[src/rtl/sw_pkg.sv]
// sw_pkg: shared base encodings, default score width and feeder state enum
// for the Smith-Waterman systolic array blocks.
package sw_pkg;

    localparam logic [1:0] BASE_A = 2'b00;
    localparam logic [1:0] BASE_C = 2'b01;
    localparam logic [1:0] BASE_G = 2'b10;
    localparam logic [1:0] BASE_T = 2'b11;

    localparam int SW_SCORE_WIDTH = 10;

    typedef enum logic [2:0] {
        ST_IDLE,
        ST_LOAD,
        ST_STREAM,
        ST_DRAIN,
        ST_DONE
    } feeder_state_e;

endpackage

[src/rtl/sw_feeder_cnt.sv]
// sw_feeder_cnt: loadable saturating up-counter with a terminal-count flag.
module sw_feeder_cnt #(
    parameter int W   = 4,
    parameter int MAX = 15
) (
    input  logic         clk,
    input  logic         rst_n,
    input  logic         ld_i,
    input  logic [W-1:0] ld_val_i,
    input  logic         inc_i,
    output logic [W-1:0] cnt_o,
    output logic         tc_o
);

    localparam logic [W-1:0] MAX_V = W'(MAX);

    logic [W-1:0] cnt_q, cnt_d;

    always_comb cnt_d = ld_i ? ld_val_i : (inc_i && cnt_q != MAX_V) ? cnt_q + 1'b1 : cnt_q;

    always_ff @(posedge clk or negedge rst_n) begin
        if (!rst_n) cnt_q <= '0;
        else        cnt_q <= cnt_d;
    end

    assign cnt_o = cnt_q;
    assign tc_o  = cnt_q == MAX_V;

endmodule

[src/rtl/sw_array_feeder.sv]
// sw_array_feeder: head-end sequencer loading the read and streaming reference columns into PE 0.
// Optional SW_FEEDER_REF_COUNT_EN adds ref_count and the REF_MAX_LEN overflow abort (err).
module sw_array_feeder
    import sw_pkg::*;
#(
    parameter int READ_LEN    = 6,
    parameter int SCORE_WIDTH = SW_SCORE_WIDTH,
    parameter int REF_MAX_LEN = 1024
) (
    input  logic                             clk,
    input  logic                             rst_n,
    input  logic                             start,
    input  logic [1:0]                       read_base,
    input  logic                             read_valid,
    output logic                             read_ready,
    input  logic [1:0]                       ref_base,
    input  logic                             ref_last,
    input  logic                             ref_valid,
    output logic                             ref_ready,
    output logic [SCORE_WIDTH-1:0]           V_out,
    output logic [SCORE_WIDTH-1:0]           F_out,
    output logic [1:0]                       T_out,
    output logic [1:0]                       S_out,
    output logic                             store_S_out,
    output logic                             init_out,
    output logic                             busy,
    output logic                             done,
    output logic                             err,
    output logic [$clog2(REF_MAX_LEN+1)-1:0] ref_count
);

    localparam int LCW = READ_LEN > 1 ? $clog2(READ_LEN) : 1;
    localparam int RCW = $clog2(REF_MAX_LEN + 1);

    feeder_state_e state_q, state_d;
    logic [1:0]    s_q, t_q;
    logic          store_q, init_q;
    logic          lc_ld, lc_inc, lc_tc;
    logic [LCW-1:0] lc_cnt;
    logic          rd_acc, rf_acc, ovf;

    // The same counter paces the READ_LEN loads and the READ_LEN drain cycles.
    sw_feeder_cnt #(.W(LCW), .MAX(READ_LEN - 1)) u_len_cnt (
        .clk     (clk),
        .rst_n   (rst_n),
        .ld_i    (lc_ld),
        .ld_val_i('0),
        .inc_i   (lc_inc),
        .cnt_o   (lc_cnt),
        .tc_o    (lc_tc)
    );

`ifdef SW_FEEDER_REF_COUNT_EN
    logic err_q, rc_tc;
    logic job_start;
    assign job_start = state_q == ST_IDLE && start;
    sw_feeder_cnt #(.W(RCW), .MAX(REF_MAX_LEN)) u_ref_cnt (
        .clk     (clk),
        .rst_n   (rst_n),
        .ld_i    (job_start),
        .ld_val_i('0),
        .inc_i   (rf_acc),
        .cnt_o   (ref_count),
        .tc_o    (rc_tc)
    );
    assign ref_ready = state_q == ST_STREAM && !rc_tc;
    assign ovf       = rf_acc && !ref_last && ref_count == RCW'(REF_MAX_LEN - 1);
    always_ff @(posedge clk or negedge rst_n) begin
        if (!rst_n) err_q <= 1'b0;
        else        err_q <= job_start ? 1'b0 : err_q | ovf;
    end
    assign err = err_q;
`else
    assign ref_ready = state_q == ST_STREAM;
    assign ovf       = 1'b0;
    assign ref_count = '0;
    assign err       = 1'b0;
`endif

    assign read_ready = state_q == ST_LOAD;
    assign rd_acc     = read_ready && read_valid;
    assign rf_acc     = ref_ready && ref_valid;

    always_comb begin
        state_d = state_q;
        lc_ld   = 1'b0;
        lc_inc  = 1'b0;
        case (state_q)
            ST_IDLE: begin
                state_d = start ? ST_LOAD : ST_IDLE;
                lc_ld   = start;
            end
            ST_LOAD: begin
                state_d = (rd_acc && lc_tc) ? ST_STREAM : ST_LOAD;
                lc_ld   = rd_acc && lc_tc;
                lc_inc  = rd_acc && !lc_tc;
            end
            ST_STREAM: state_d = (rf_acc && (ref_last || ovf)) ? ST_DRAIN : ST_STREAM;
            ST_DRAIN: begin
                state_d = lc_tc ? ST_DONE : ST_DRAIN;
                lc_inc  = !lc_tc;
            end
            default: state_d = ST_IDLE;
        endcase
    end

    // Strobes track the accept edge; bases hold their value through bubbles.
    always_ff @(posedge clk or negedge rst_n) begin
        if (!rst_n) begin
            state_q <= ST_IDLE;
            s_q     <= '0;
            t_q     <= '0;
            store_q <= 1'b0;
            init_q  <= 1'b0;
        end else begin
            state_q <= state_d;
            store_q <= rd_acc;
            init_q  <= rf_acc;
            if (rd_acc) s_q <= read_base;
            if (rf_acc) t_q <= ref_base;
        end
    end

    assign V_out       = '0;
    assign F_out       = '0;
    assign S_out       = s_q;
    assign T_out       = t_q;
    assign store_S_out = store_q;
    assign init_out    = init_q;
    assign busy        = state_q != ST_IDLE;
    assign done        = state_q == ST_DONE;

endmodule
[config.mk]
export PLATFORM = sky130hd
export DESIGN_NAME = sw_array_feeder
export DESIGN_NICKNAME = d
export VERILOG_FILES = /design/src/rtl/sw_pkg.sv /design/src/rtl/sw_feeder_cnt.sv /design/src/rtl/sw_array_feeder.sv
export SDC_FILE = /design/constraint.sdc
export NUM_CORES = 1
export LEC_CHECK = 0
export CORE_UTILIZATION = 30
export CTS_BUF_LIST = sky130_fd_sc_hd__clkbuf_16
export DETAILED_ROUTE_END_ITERATION = 10
export PLACE_DENSITY = 0.69
export SLEW_MARGIN = 20
export SYNTH_ARGS = -nofsm -noshare
export SYNTH_HDL_FRONTEND = slang
export SYNTH_SLANG_ARGS = --single-unit
[constraint.sdc]
create_clock -name clk -period 1.55 [get_ports clk]
set_clock_uncertainty 0.15 [all_clocks]
set_input_delay 0.155 -clock clk [delete_from_list [all_inputs] [get_ports clk]]
set_output_delay 0.155 -clock clk [all_outputs]
set_load 0.02 [all_outputs]
Yosys cells after proc, flatten, opt, wreduce, memory -nomap -nowiden
Cells that the tools add are included.

storage, ports and cells
  word-level logic and storage cells = 32
  register bits after elaboration = 12

cells by class
  add/subtract/negate cells = 1
  multiplexer cells = 9
  equality and inequality tests = 6
  reduce and logical (&&, ||, !) cells = 10

operators with widths
  cell                   number
  $pmux W3 S4            1
  $mux W3                3
  $eq A3 B2 Y1 const B   2
  $eq A3 B3 Y1 const B   2
  $logic_and A1 B1 Y1    6
  $pmux W1 S2            2
  $add A3 B1 Y3 const B  1
  $eq A3 B1 Y1 const B   1
  $logic_not A3 Y1       1
  $ne A3 B3 Y1 const B   1
  $reduce_bool A3 Y1     1
  $mux W1                2
  $mux W2                1
  $reduce_bool A2 Y1     1
  $logic_not A1 Y1       1

Longest topological paths before layout
  depth after elaboration = 7
  depth in mapped cells = 5
  gate-level depth less buffers = 5

Modules after synthesis
From an unflattened synthesis, not the netlist that was laid out.

second synthesis, totals
  cells, all modules = 89
  area, all modules = 864.6 um^2

by module, submodules not included
  module           cells an instance  area an instance (um^2)  times used
  sw_array_feeder  70                 678.2                    1
  sw_feeder_cnt    19                 186.4                    1

Worst setup path after synthesis
OpenSTA, ideal clock, no wires.

  kind = register to register
  start point = register u_len_cnt.cnt_q[0], in the netlist u_len_cnt.cnt_o[0]
  end point = register u_len_cnt.cnt_q[0], in the netlist u_len_cnt.cnt_o[0]
  required time = 1.327 ns
  path buffers = 0
  slack = -0.095 ns
  data arrival time = 1.422 ns
  stages on the path, launching flop included = 5
  path through = dfrtp_1 -> ha_1 -> and2_4 -> or4_4 -> a21oi_2

on the way
  word-level cells in the longest chain between the ends = 6
  elaborated cells on any way between the ends = 12
  those cells by class = add/sub (1); eq/ne (2); mux (4); reduce/logical (5)

ends and longest elaborated chain
  item                          line                                           RTL
  start, declared               sw_feeder_cnt.sv:17                            logic [W-1:0] cnt_q, cnt_d;
  start signal, assigned        sw_feeder_cnt.sv:23                            else cnt_q <= cnt_d;
  $eq A3 B3 Y1                  sw_feeder_cnt.sv:27                            assign tc_o = cnt_q == MAX_V;
  $logic_not A1 Y1              sw_array_feeder.sv:96, sw_array_feeder.sv:101
  $logic_and A1 B1 Y1           sw_array_feeder.sv:96                          lc_inc = rd_acc && !lc_tc;
  $pmux W1 S2                   sw_array_feeder.sv:88                          case (state_q)
  $logic_and A1 B1 Y1           sw_feeder_cnt.sv:19                            always_comb cnt_d = ld_i ? ld_val_i : (inc_i && cnt_q != MAX_V) ? cnt_q + 1'b1 : cnt_q;
  $reduce_bool A2 Y1 (no line)  --

Parallel ways exist; a longest one is shown, timed or not. The select of a mux whose other input is x is not followed.
A chain may end at the register's enable or synchronous reset.

Worst setup path in the final report
  start point = register u_len_cnt.cnt_q[1], in the netlist u_len_cnt.cnt_o[1]
  end point = register u_len_cnt.cnt_q[1], in the netlist u_len_cnt.cnt_o[1]

The elaborated chain is that of the path after synthesis.

==> reports/qor.csv <==
stage,metric,value,unit
synth,Yosys cell types,30,
worst_setup_path,worst-path maximum fanout,4,
routing,number of remaining DRC errors,0,
power_and_ir_drop,total chip power,2.263,mW
clock_network,CTS tree,done,
global_route,total gr overflow,0,
floorplanning,row count,19,
sta,endpoints failing setup,4,
worst_setup_path,Setup crit start kind,register,
hold_path,worst min-delay path class,input pin to async pin,
routing,total number of vias,639,
routing,vias per cell,4.123,
sta,fin crit period,1.603,ns
clock_network,Num CTS Buffers,3,
worst_setup_path,CP endpoint,u_len_cnt.cnt_o[1],
global_route,initial antenna violation count,0,
floorplanning,I/O pins,52,
clock_network,CTS root buf,clkbuf_16,
clock_network,clock-pin slew of the registers on the worst-case setup and hold paths,0.04,ns
clock_network,worst-skew pair later-pin latency,0.24,ns
job,maxcap violations,0,
place,GPL Wtd Cong,0.8218,
synth,sequential share of the synthesized area,33.61,%
cells_and_area,share of layout cells above drive strength 1,35.48,%
sta,unrepaired setup endpoints after global routing,yes,
synth,Yosys reg bits,12,
floorplanning,Die Area,3200,um2
worst_setup_path,Crit. End Element,register,
outcome,violated checks,negative setup slack,
place,number of buffers added on ports,19,
floorplanning,DIE WIDTH,56.57,um
floorplanning,Die H,56.57,um
sta,setup_tns,-0.1395,ns
synth,Synth Instances,89,
global_route,largest net degree at the start of global routing,13,
cells_and_area,final net count,137,
worst_setup_path,reg2reg end,u_len_cnt.cnt_o[1],
routing,routed len/inst,10.75,um
worst_setup_path,Worst Setup SP,u_len_cnt.cnt_o[1],
sta,Fin. Hold Viols,0,
outcome,run status,finished with violations,
place,DP Cell Count,148,
floorplanning,Core ar.,2781,um2
power_and_ir_drop,Leakage Power,0.5792,nW
place,Setup WS pre-CTS,-0.1501,ns
power_and_ir_drop,Worst VDD drop,0.9115,mV
cells_and_area,Post-Layout Cell Count,155,
cells_and_area,# diodes,0,
worst_setup_path,arrival time worst endpoint,1.63,ns
sta,period utilisation layout,103.4,%
power_and_ir_drop,pwr dens,1850,nW/um2
routing,Starting DRT DRC Count,4,
global_route,GR Util All Layers,11.30,%
synth,Syn Area/Cell,10.04,um2
routing,DR pass1 iterations,2,
sta,Max Clk Rate,623.9,MHz
sta,final worst setup slack,-0.05281,ns
cells_and_area,fillers,284,
clock_network,Sink Count,12,
floorplanning,Initial Util,32.12,%
sta,Fin Hold WS,0.1209,ns
cells_and_area,synthesis-to-finish area growth,36.97,%
global_route,global-route wire length before repair,2725,um
routing,Routed WL,1666,um
worst_setup_path,crit path kind,register to register,
worst_setup_path,origin of the critical flop-to-flop path,u_len_cnt.cnt_o[1],
sta,Worst-Margin Slew,0.5423,ns
clock_network,CTS H-tree depth,1,
worst_setup_path,Reg2Reg Depth,5,
global_route,number of global-route vias before repair,613,
clock_network,hold buffers post-CTS,0,
routing,post-route antenna net violation count,0,
worst_setup_path,R2R Setup Slk,-0.05,ns
sta,Worst slew margin,63.74,%
place,Final HPWL DP,1265,um
synth,mapped cell area,893.4,um2
worst_setup_path,Worst Path Required,1.57,ns
clock_network,CTS max path bufs,2,
synth,Yosys Warn Count,0,
sta,max-slew violation count,0,
[cell type report]
type,count,area [um2],share of cell area [%]
well taps,31,38.79,3.170
inverters,3,11.26,0.9202
clock inverters,1,3.754,0.3067
multi-input cells,70,483.0,39.47
repair buffers,35,307.8,25.15
flip-flops and latches,12,304.0,24.85
clock buffers,3,75.07,6.135
[cell usage in the layout (no fill, tap or decap), types with 3 or more instances in the layout]
cell | netlist | final
mux2_4 | 0 | 4
dfrtp_2 | 0 | 3
dfrtp_1 | 12 | 9
conb_1 | 1 | 32
clkdlybuf4s50_1 | 0 | 15
clkbuf_16 | 0 | 3
buf_6 | 1 | 3
inv_1 | 3 | 3
buf_4 | 33 | 13
o31ai_1 | 3 | 3
[through the flow]
stage	util (%)	instance area (um2)
after global routing	43.99	1224
after CTS	42.65	1186
final	43.99	1224
after global placement	38.82	1080
after floorplan	-	1017
after detailed placement	38.82	1080
[synthesized netlist by cell type]
master / count / area share, %
or4_1: 1 / 0.84
inv_1: 3 / 1.3
and2_4: 1 / 0.98
buf_4: 33 / 28
a31oi_1: 1 / 0.70
mux2_2: 2 / 2.5
and4bb_4: 1 / 1.8
nor2_4: 1 / 1.3
buf_2: 1 / 0.56
nor2_1: 2 / 0.84
conb_1: 1 / 0.42
or4_4: 1 / 1.3
a22o_1: 1 / 0.98
nor3b_1: 3 / 2.5
nand2b_4: 1 / 1.5
nor4bb_4: 1 / 2.8
or3_1: 2 / 1.4
o211ai_1: 1 / 0.84
nand2_1: 3 / 1.3
o21ai_0: 2 / 1.1
o31ai_1: 3 / 2.5
ha_1: 2 / 2.8
dfrtp_1: 12 / 34
a21oi_1: 3 / 1.7
nand3_1: 1 / 0.56
buf_6: 1 / 1.3
mux2_1: 2 / 2.5
a21oi_2: 1 / 0.98
or2b_1: 1 / 0.84
nor3_1: 1 / 0.56
[critical path, cell delays in order (launching register included)]
cell and delay [ns]:
dfrtp_1 0.34, inv_1 0.05, ha_2 0.18, and2_4 0.17, or4_4 0.51, a21oi_2 0.14
[power breakdown]
group	internal (mW)	total, mW	switching, mW	leakage, nW
Clock	0.340	0.480	0.139	0.0385
Combinational	0.653	1.22	0.569	0.394
Sequential	0.448	0.561	0.113	0.147
Total	1.44	2.26	0.822	0.579
[repair_timing]
| action | CTS | global route |
|---|---|---|
| setup buffers | 2 | 1 |
| pin swaps | 3 | 4 |
| setup endpoints to repair | 10 | 12 |
| gates resized for setup | 17 | 13 |
[sequential cells by signal, summed over array words and instances (netlist names)]
signal,flops
S_out,2
T_out,2
init_out,1
state_q,3
store_S_out,1
u_len_cnt.cnt_o,3
[routing by layer]
metal	global-route usage [%]	vias up	part of all wire, %
li1	-	306	-
met2	18.49	28	55
met1	12.89	301	37
met3	3.687	4	6.5
met5	0	-	0
met4	6.272	0	1.9
[kinds of logic after synthesis]
logic type,share of synthesized area (%)
AOI/OAI and AO/OA,8.824
other,0.4198
and+or+nand+nor,18.49
adders and majority gates,2.801
muxes,5.042
buffers and inverters,30.81
DFF,33.61
[how the worst min path moves through the flow]
stage,slack (ns),endpoint
after floorplan,-0.29,S_out[0]
after global placement,0.32,T_out[1]
after detailed placement,0.34,T_out[0]
after CTS,0.15,state_q[0]
after global routing,0.18,T_out[1]
final,0.12,T_out[1]
No activity file was read; power rests on OpenSTA's default activity.
